--- config.mk ---
export PLATFORM = sky130hd
export DESIGN_NAME = pin_mux_ctrl
export DESIGN_NICKNAME = d
export VERILOG_FILES = /design/src/rtl/pin_mux_ctrl.sv
export SDC_FILE = /design/constraint.sdc
export NUM_CORES = 2
export LEC_CHECK = 0
export ABC_AREA = 1
export ABC_CLOCK_PERIOD_IN_PS = 2450
export CORE_MARGIN = 4
export CORE_UTILIZATION = 28
export DETAILED_ROUTE_END_ITERATION = 7
export PLACE_DENSITY_LB_ADDON = 0.2
export SYNTH_ARGS = -nofsm -noshare
export SYNTH_HDL_FRONTEND = slang
export SYNTH_SLANG_ARGS = --single-unit
export TNS_END_PERCENT = 20
--- constraint.sdc ---
create_clock -name iCLK -period 2.45 [get_ports iCLK]
set_input_delay 0.735 -clock iCLK [delete_from_list [all_inputs] [get_ports iCLK]]
set_output_delay 0.735 -clock iCLK [all_outputs]
set_load 0.03 [all_outputs]
--- src/rtl/pin_mux_ctrl.sv ---
// GPIO pin multiplexer: per-pin function select with a tristate guard interval on
// every select change, PIO registers, pad input synchroniser and rising-edge IRQ.
module pin_mux_ctrl #(
  parameter int unsigned PINS        = 32,
  parameter int unsigned FUNCS       = 4,
  parameter int unsigned GUARD       = 4,
  parameter int unsigned SYNC_STAGES = 2
) (
  input  logic                  iCLK,
  input  logic                  iRESET,
  input  logic [3:0]            iAVL_ADDRESS,
  input  logic                  iAVL_READ,
  input  logic                  iAVL_WRITE,
  input  logic [31:0]           iAVL_WRITE_DATA,
  output logic [31:0]           oAVL_READ_DATA,
  input  logic [FUNCS*PINS-1:0] iFUNC_OUT,
  input  logic [FUNCS*PINS-1:0] iFUNC_OE,
  input  logic [PINS-1:0]       iPIN_I,
  output logic [PINS-1:0]       oPIN_O,
  output logic [PINS-1:0]       oPIN_OE,
  output logic [PINS-1:0]       oPIN_IN,
  output logic                  oIRQ
);

  localparam int unsigned SEL_W      = 4;
  localparam int unsigned CNT_W      = 8;
  localparam int unsigned MSEL_WORDS = 4;

  typedef enum logic {ST_ACTIVE = 1'b0, ST_GUARD = 1'b1} sel_state_t;

  logic [PINS-1:0]  r_pio_out;
  logic [PINS-1:0]  r_pio_dir;
  logic [PINS-1:0]  r_irq_mask;
  logic [PINS-1:0]  r_irq_status;
  logic [PINS-1:0]  r_in_d;
  logic [PINS-1:0]  r_sync [SYNC_STAGES];
  logic [31:0]      r_rd_data;
  logic             r_irq;
  logic [PINS-1:0]  r_pin_o;
  logic [PINS-1:0]  r_pin_oe;
  sel_state_t       r_state [PINS];
  logic [SEL_W-1:0] r_act [PINS];
  logic [SEL_W-1:0] r_req [PINS];
  logic [CNT_W-1:0] r_cnt [PINS];

  logic [PINS-1:0]  w_wdata;
  logic [PINS-1:0]  w_pin_in;
  logic [PINS-1:0]  w_rise;
  logic [PINS-1:0]  w_clr;
  logic [PINS-1:0]  w_func_o;
  logic [PINS-1:0]  w_func_oe;
  logic [PINS-1:0]  w_sel_wr;
  logic [SEL_W-1:0] w_fld [PINS];
  logic [31:0]      w_msel_word [MSEL_WORDS];
  logic [31:0]      w_rd_data;
  logic             w_unused_slice0;

  assign w_wdata         = iAVL_WRITE_DATA[PINS-1:0];
  assign w_pin_in        = r_sync[SYNC_STAGES-1];
  assign w_rise          = w_pin_in & ~r_in_d;
  assign w_clr           = (iAVL_WRITE && (iAVL_ADDRESS == 4'd4)) ? w_wdata : '0;
  // Function slice 0 is the PIO slot; its bus inputs carry nothing.
  assign w_unused_slice0 = ^{iFUNC_OUT[PINS-1:0], iFUNC_OE[PINS-1:0]};

  // Per-pin select-write decode and peripheral source selection.
  always_comb begin
    for (int p = 0; p < PINS; p++) begin
      w_fld[p]     = iAVL_WRITE_DATA[4*(p%8) +: SEL_W];
      w_sel_wr[p]  = iAVL_WRITE && (iAVL_ADDRESS == 4'(8 + p/8)) &&
                     ({1'b0, w_fld[p]} < 5'(FUNCS));
      w_func_o[p]  = 1'b0;
      w_func_oe[p] = 1'b0;
      for (int k = 1; k < FUNCS; k++) begin
        if (r_act[p] == SEL_W'(k)) begin
          w_func_o[p]  = iFUNC_OUT[k*PINS + p];
          w_func_oe[p] = iFUNC_OE[k*PINS + p];
        end
      end
    end
  end

  // MSEL readback packs the requested (not active) selects.
  always_comb begin
    for (int w = 0; w < MSEL_WORDS; w++) begin
      w_msel_word[w] = '0;
    end
    for (int p = 0; p < PINS; p++) begin
      w_msel_word[p/8][4*(p%8) +: SEL_W] = r_req[p];
    end
  end

  always_comb begin
    w_rd_data = '0;
    case (iAVL_ADDRESS)
      4'd0:                w_rd_data = 32'(r_pio_out);
      4'd1:                w_rd_data = 32'(r_pio_dir);
      4'd2:                w_rd_data = 32'(w_pin_in);
      4'd3:                w_rd_data = 32'(r_irq_mask);
      4'd4:                w_rd_data = 32'(r_irq_status);
      4'd8, 4'd9,
      4'd10, 4'd11:        w_rd_data = w_msel_word[iAVL_ADDRESS[1:0]];
      default:             w_rd_data = '0;
    endcase
  end

  // Bus registers, input synchroniser, edge capture and interrupt.
  always_ff @(posedge iCLK) begin
    if (iRESET) begin
      r_pio_out    <= '0;
      r_pio_dir    <= '0;
      r_irq_mask   <= '0;
      r_irq_status <= '0;
      r_in_d       <= '0;
      r_rd_data    <= '0;
      r_irq        <= 1'b0;
      for (int i = 0; i < SYNC_STAGES; i++) begin
        r_sync[i] <= '0;
      end
    end else begin
      if (iAVL_WRITE && (iAVL_ADDRESS == 4'd0)) r_pio_out  <= w_wdata;
      if (iAVL_WRITE && (iAVL_ADDRESS == 4'd1)) r_pio_dir  <= w_wdata;
      if (iAVL_WRITE && (iAVL_ADDRESS == 4'd3)) r_irq_mask <= w_wdata;
      r_irq_status <= (r_irq_status & ~w_clr) | w_rise;
      r_sync[0]    <= iPIN_I;
      for (int i = 1; i < SYNC_STAGES; i++) begin
        r_sync[i] <= r_sync[i-1];
      end
      r_in_d    <= w_pin_in;
      r_irq     <= |(r_irq_status & r_irq_mask);
      r_rd_data <= iAVL_READ ? w_rd_data : '0;
    end
  end

  // Per-pin select FSM; any accepted write while guarding restarts the guard.
  always_ff @(posedge iCLK) begin
    for (int p = 0; p < PINS; p++) begin
      if (iRESET) begin
        r_state[p]  <= ST_ACTIVE;
        r_act[p]    <= '0;
        r_req[p]    <= '0;
        r_cnt[p]    <= '0;
        r_pin_o[p]  <= 1'b0;
        r_pin_oe[p] <= 1'b0;
      end else begin
        r_pin_o[p]  <= 1'b0;
        r_pin_oe[p] <= 1'b0;
        if (r_state[p] == ST_ACTIVE) begin
          if (r_act[p] == '0) begin
            r_pin_o[p]  <= r_pio_out[p];
            r_pin_oe[p] <= r_pio_dir[p];
          end else begin
            r_pin_o[p]  <= w_func_o[p];
            r_pin_oe[p] <= w_func_oe[p];
          end
        end
        case (r_state[p])
          ST_ACTIVE: begin
            if (w_sel_wr[p] && (w_fld[p] != r_act[p])) begin
              r_req[p]   <= w_fld[p];
              r_cnt[p]   <= CNT_W'(GUARD);
              r_state[p] <= ST_GUARD;
            end
          end
          ST_GUARD: begin
            if (w_sel_wr[p]) begin
              r_req[p] <= w_fld[p];
              r_cnt[p] <= CNT_W'(GUARD);
            end else if (r_cnt[p] == CNT_W'(1)) begin
              r_state[p] <= ST_ACTIVE;
              r_act[p]   <= r_req[p];
              r_cnt[p]   <= '0;
            end else begin
              r_cnt[p] <= r_cnt[p] - CNT_W'(1);
            end
          end
        endcase
      end
    end
  end

  assign oPIN_O         = r_pin_o;
  assign oPIN_OE        = r_pin_oe;
  assign oPIN_IN        = w_pin_in;
  assign oIRQ           = r_irq;
  assign oAVL_READ_DATA = r_rd_data;

endmodule

==> impl_metrics.env <==
export IMPL_status="completed"
export IMPL_setup_tns_ns=0
export IMPL_grtUsageTotal=0.1801
export IMPL_clock_sinks=865
export IMPL_drt_first_iter_violations=2963
export IMPL_fin_crit_ns=2.377
export IMPL_drv_slew=0
export IMPL_layout_common_cells="nand2_1 (1400), nor2_1 (880), inv_1 (816), nand3_1 (584), edfxtp_1 (544)"
export IMPL_cts_buffer_depth=3
export IMPL_antenna_found_initial=11
export IMPL_gp_congestion=0.8829
export IMPL_start_kind="flip-flop"
export IMPL_place_hpwl_um=117700
export IMPL_via_per_inst=4.570
export IMPL_synth_distinct_cells=32
export IMPL_syn_to_final_growth_pct=29.88
export IMPL_die_w_um=405.3
export IMPL_cts_hold_buf=0
export IMPL_min_path_type="reg -> reg"
export IMPL_clk_latency_ns=0.71
export IMPL_final_common_cell="nand2_1"
export IMPL_drcViolationCount=0
export IMPL_final_core_util=0.3667
export IMPL_crit_path_cell_trace="dlygate4sd2_1"
export IMPL_ant_nets=0
export IMPL_grt_overflow=0
export IMPL_postCtsSetupBuffers=0
export IMPL_htree_levels=3
export IMPL_grt_pass1_wl_um=225200
export IMPL_pin_count=457
export IMPL_die_h_um=405.3
export IMPL_cts_root_buf="clkbuf_16"
export IMPL_finalHoldViolCount=0
export IMPL_max_freq_mhz=420.7
export IMPL_initial_core_util=0.2823
export IMPL_ys_ff_latch=865
export IMPL_maxCapViolations=0
export IMPL_whs_path_depth=2
export IMPL_ys_warn_count=0
export IMPL_synth_area_per_cell_um2=7.793
export IMPL_ir_drop_mv=0.5330
export IMPL_critPathArrivalTime_ns=1.64
export IMPL_clock_skew_ns=0.03250
export IMPL_crit_path_max_incr_delay_ns=0.48
export IMPL_worstMarginPinSlew_ns=0.6578
export IMPL_rsz0062_at_grt="false"
export IMPL_slew_headroom=0.5615
export IMPL_timing_final_crit_share=0.9701
export IMPL_powerDensity_nw_per_um2=649.5
export IMPL_grt_max_degree=66
export IMPL_cp_num_cells=1
export IMPL_port_buffers=392
export IMPL_crit_slowest_cell="dfxtp_1"
export IMPL_postLayoutCellArea_um2=57410
export IMPL_drt_total_wl_um=151200
export IMPL_die_area_um2=164300
export IMPL_cp_required_ns=1.71
export IMPL_synthCells=5672
export IMPL_vias=39270
export IMPL_hold_slack_ns=0.3828
export IMPL_wl_per_cell_um=17.59
export IMPL_drive_above_1_share=0.09708
export IMPL_fin_nets=6833
export IMPL_grt_pass1_vias=37860
export IMPL_clk_pin_slew_worst_paths_ns=0.06
export IMPL_power_mw=37.29
export IMPL_coreArea_um2=156600
export IMPL_rrSetupSlack_ns=0.69
export IMPL_crit_buf_inv=1
export IMPL_finalSetupViolCount=0
export IMPL_end_kind="output port"
export IMPL_critPathKind="reg -> out"
export IMPL_placed_cell_area_um2=53910
export IMPL_cts_buffers=105
export IMPL_row_count=145
export IMPL_yosysSeqAreaShare=0.5149
export IMPL_critical_path_top_delay_family="flip-flops"
export IMPL_crit_fanout=1
export IMPL_firstDrtPassIters=6
export IMPL_total_leakage_power_nw=25.56
export IMPL_synth_area_um2=44200
export IMPL_cts_tree="built"
export IMPL_reg2regPathDepth=6
==> Yosys cell counts, drive strengths merged <==
master,count,share of area
a21oi,337,0.038
and2,7,0.00099
and3,1,0.00014
buf,85,0.011
clkbuf,105,0.0089
conb,1,0.000085
dfxtp,321,0.15
edfxtp,544,0.37
ha,64,0.018
inv,826,0.070
nand2,1405,0.12
nand3,587,0.067
nand3b,14,0.0024
nand4,109,0.015
nor2,895,0.077
nor3,83,0.011
nor3b,4,0.00068
nor4,1,0.00014
o21ai,125,0.014
o31ai,1,0.00017
or2,9,0.0013
xnor2,9,0.0018
xor2,139,0.028
==> worst register-to-register path, stage by stage (launching register included) <==
cell and delay, ns:
edfxtp_1 0.43, nor2_1 0.26, nand3_1 0.11, nor2_1 0.22, nand2_1 0.07, o21ai_0 0.21, buf_4 0.18
==> cell type report <==
type	count	area, um2
antenna	3	7.507
clock buffer	155	3227
clock inverter	42	420.4
fill	16140	99160
inverter	826	3105
multi-input combinational	3854	17760
sequential	865	22760
tap	2058	2575
timing repair buffer	789	7552
==> repair_timing <==
item / in CTS / in global routing
hold endpoints to repair: 0 / 0
gates cloned: 0 / 0
resized for setup: 139 / 1
setup endpoints to repair: 129 / 1
==> routing by layer <==
| layer | global-route usage | part of all wire | vias to the layer above | wire length (um) |
|---|---|---|---|---|
| met1 | 0.2433 | 0.45 | 18410 | 68750 |
| met2 | 0.2947 | 0.46 | 1015 | 69040 |
| met5 | 0 | 0.00037 | - | 56 |
| met3 | 0.02728 | 0.056 | 199 | 8442 |
| met4 | 0.06011 | 0.032 | 8 | 4890 |
| li1 | - | - | 19640 | - |
==> report_power, final <==
| group | switching (mW) | internal, mW |
|---|---|---|
| combinational | 2.49 | 1.70 |
| clock | 6.50 | 9.85 |
| sequential | 0.552 | 16.2 |
| total | 9.54 | 27.7 |
==> logic make-up (layout without fill, tap and decap cells) <==
logic type | count (synthesis) | in the layout | synth area share
and+or+nand+nor | 3115 | 3115 | 0.2950
xor gates and xnor gates | 148 | 148 | 0.02932
AOI/OAI and AO/OA | 463 | 463 | 0.05248
buffers and inverters | 1016 | 1812 | 0.09010
DFF | 865 | 865 | 0.5149
other | 1 | 67 | 0.00008483
adders and majority gates | 64 | 64 | 0.01812
==> path summary, 6_finish.rpt <==
path | start | to
min | r_sync[0][13] | r_sync[0][45]
max reg2reg | r_cnt[0][107] | r_act[0][53]
min reg2reg | r_sync[0][13] | r_sync[0][45]
max | oAVL_READ_DATA[3] | oAVL_READ_DATA[3]
==> stage by stage <==
step,setup slack (ns),cells
final,0.07314,8592
after global routing,0.01718,8590
after CTS,0.007545,8589
after detailed placement,-0.4632,8392
after global placement,-0.4364,8392
after floorplan,0.1588,5735
==> sequential cells by signal, indices dropped and copies added, names as in the netlist <==
signal,cells
r_cnt,256
r_act,128
r_req,128
r_sync,64
oAVL_READ_DATA,32
oPIN_OE,32
oPIN_O,32
r_in_d,32
r_irq_mask,32
r_irq_status,32
r_pio_dir,32
r_pio_out,32
r_state,32
oIRQ,1
Power figures use the tool's default switching activity.
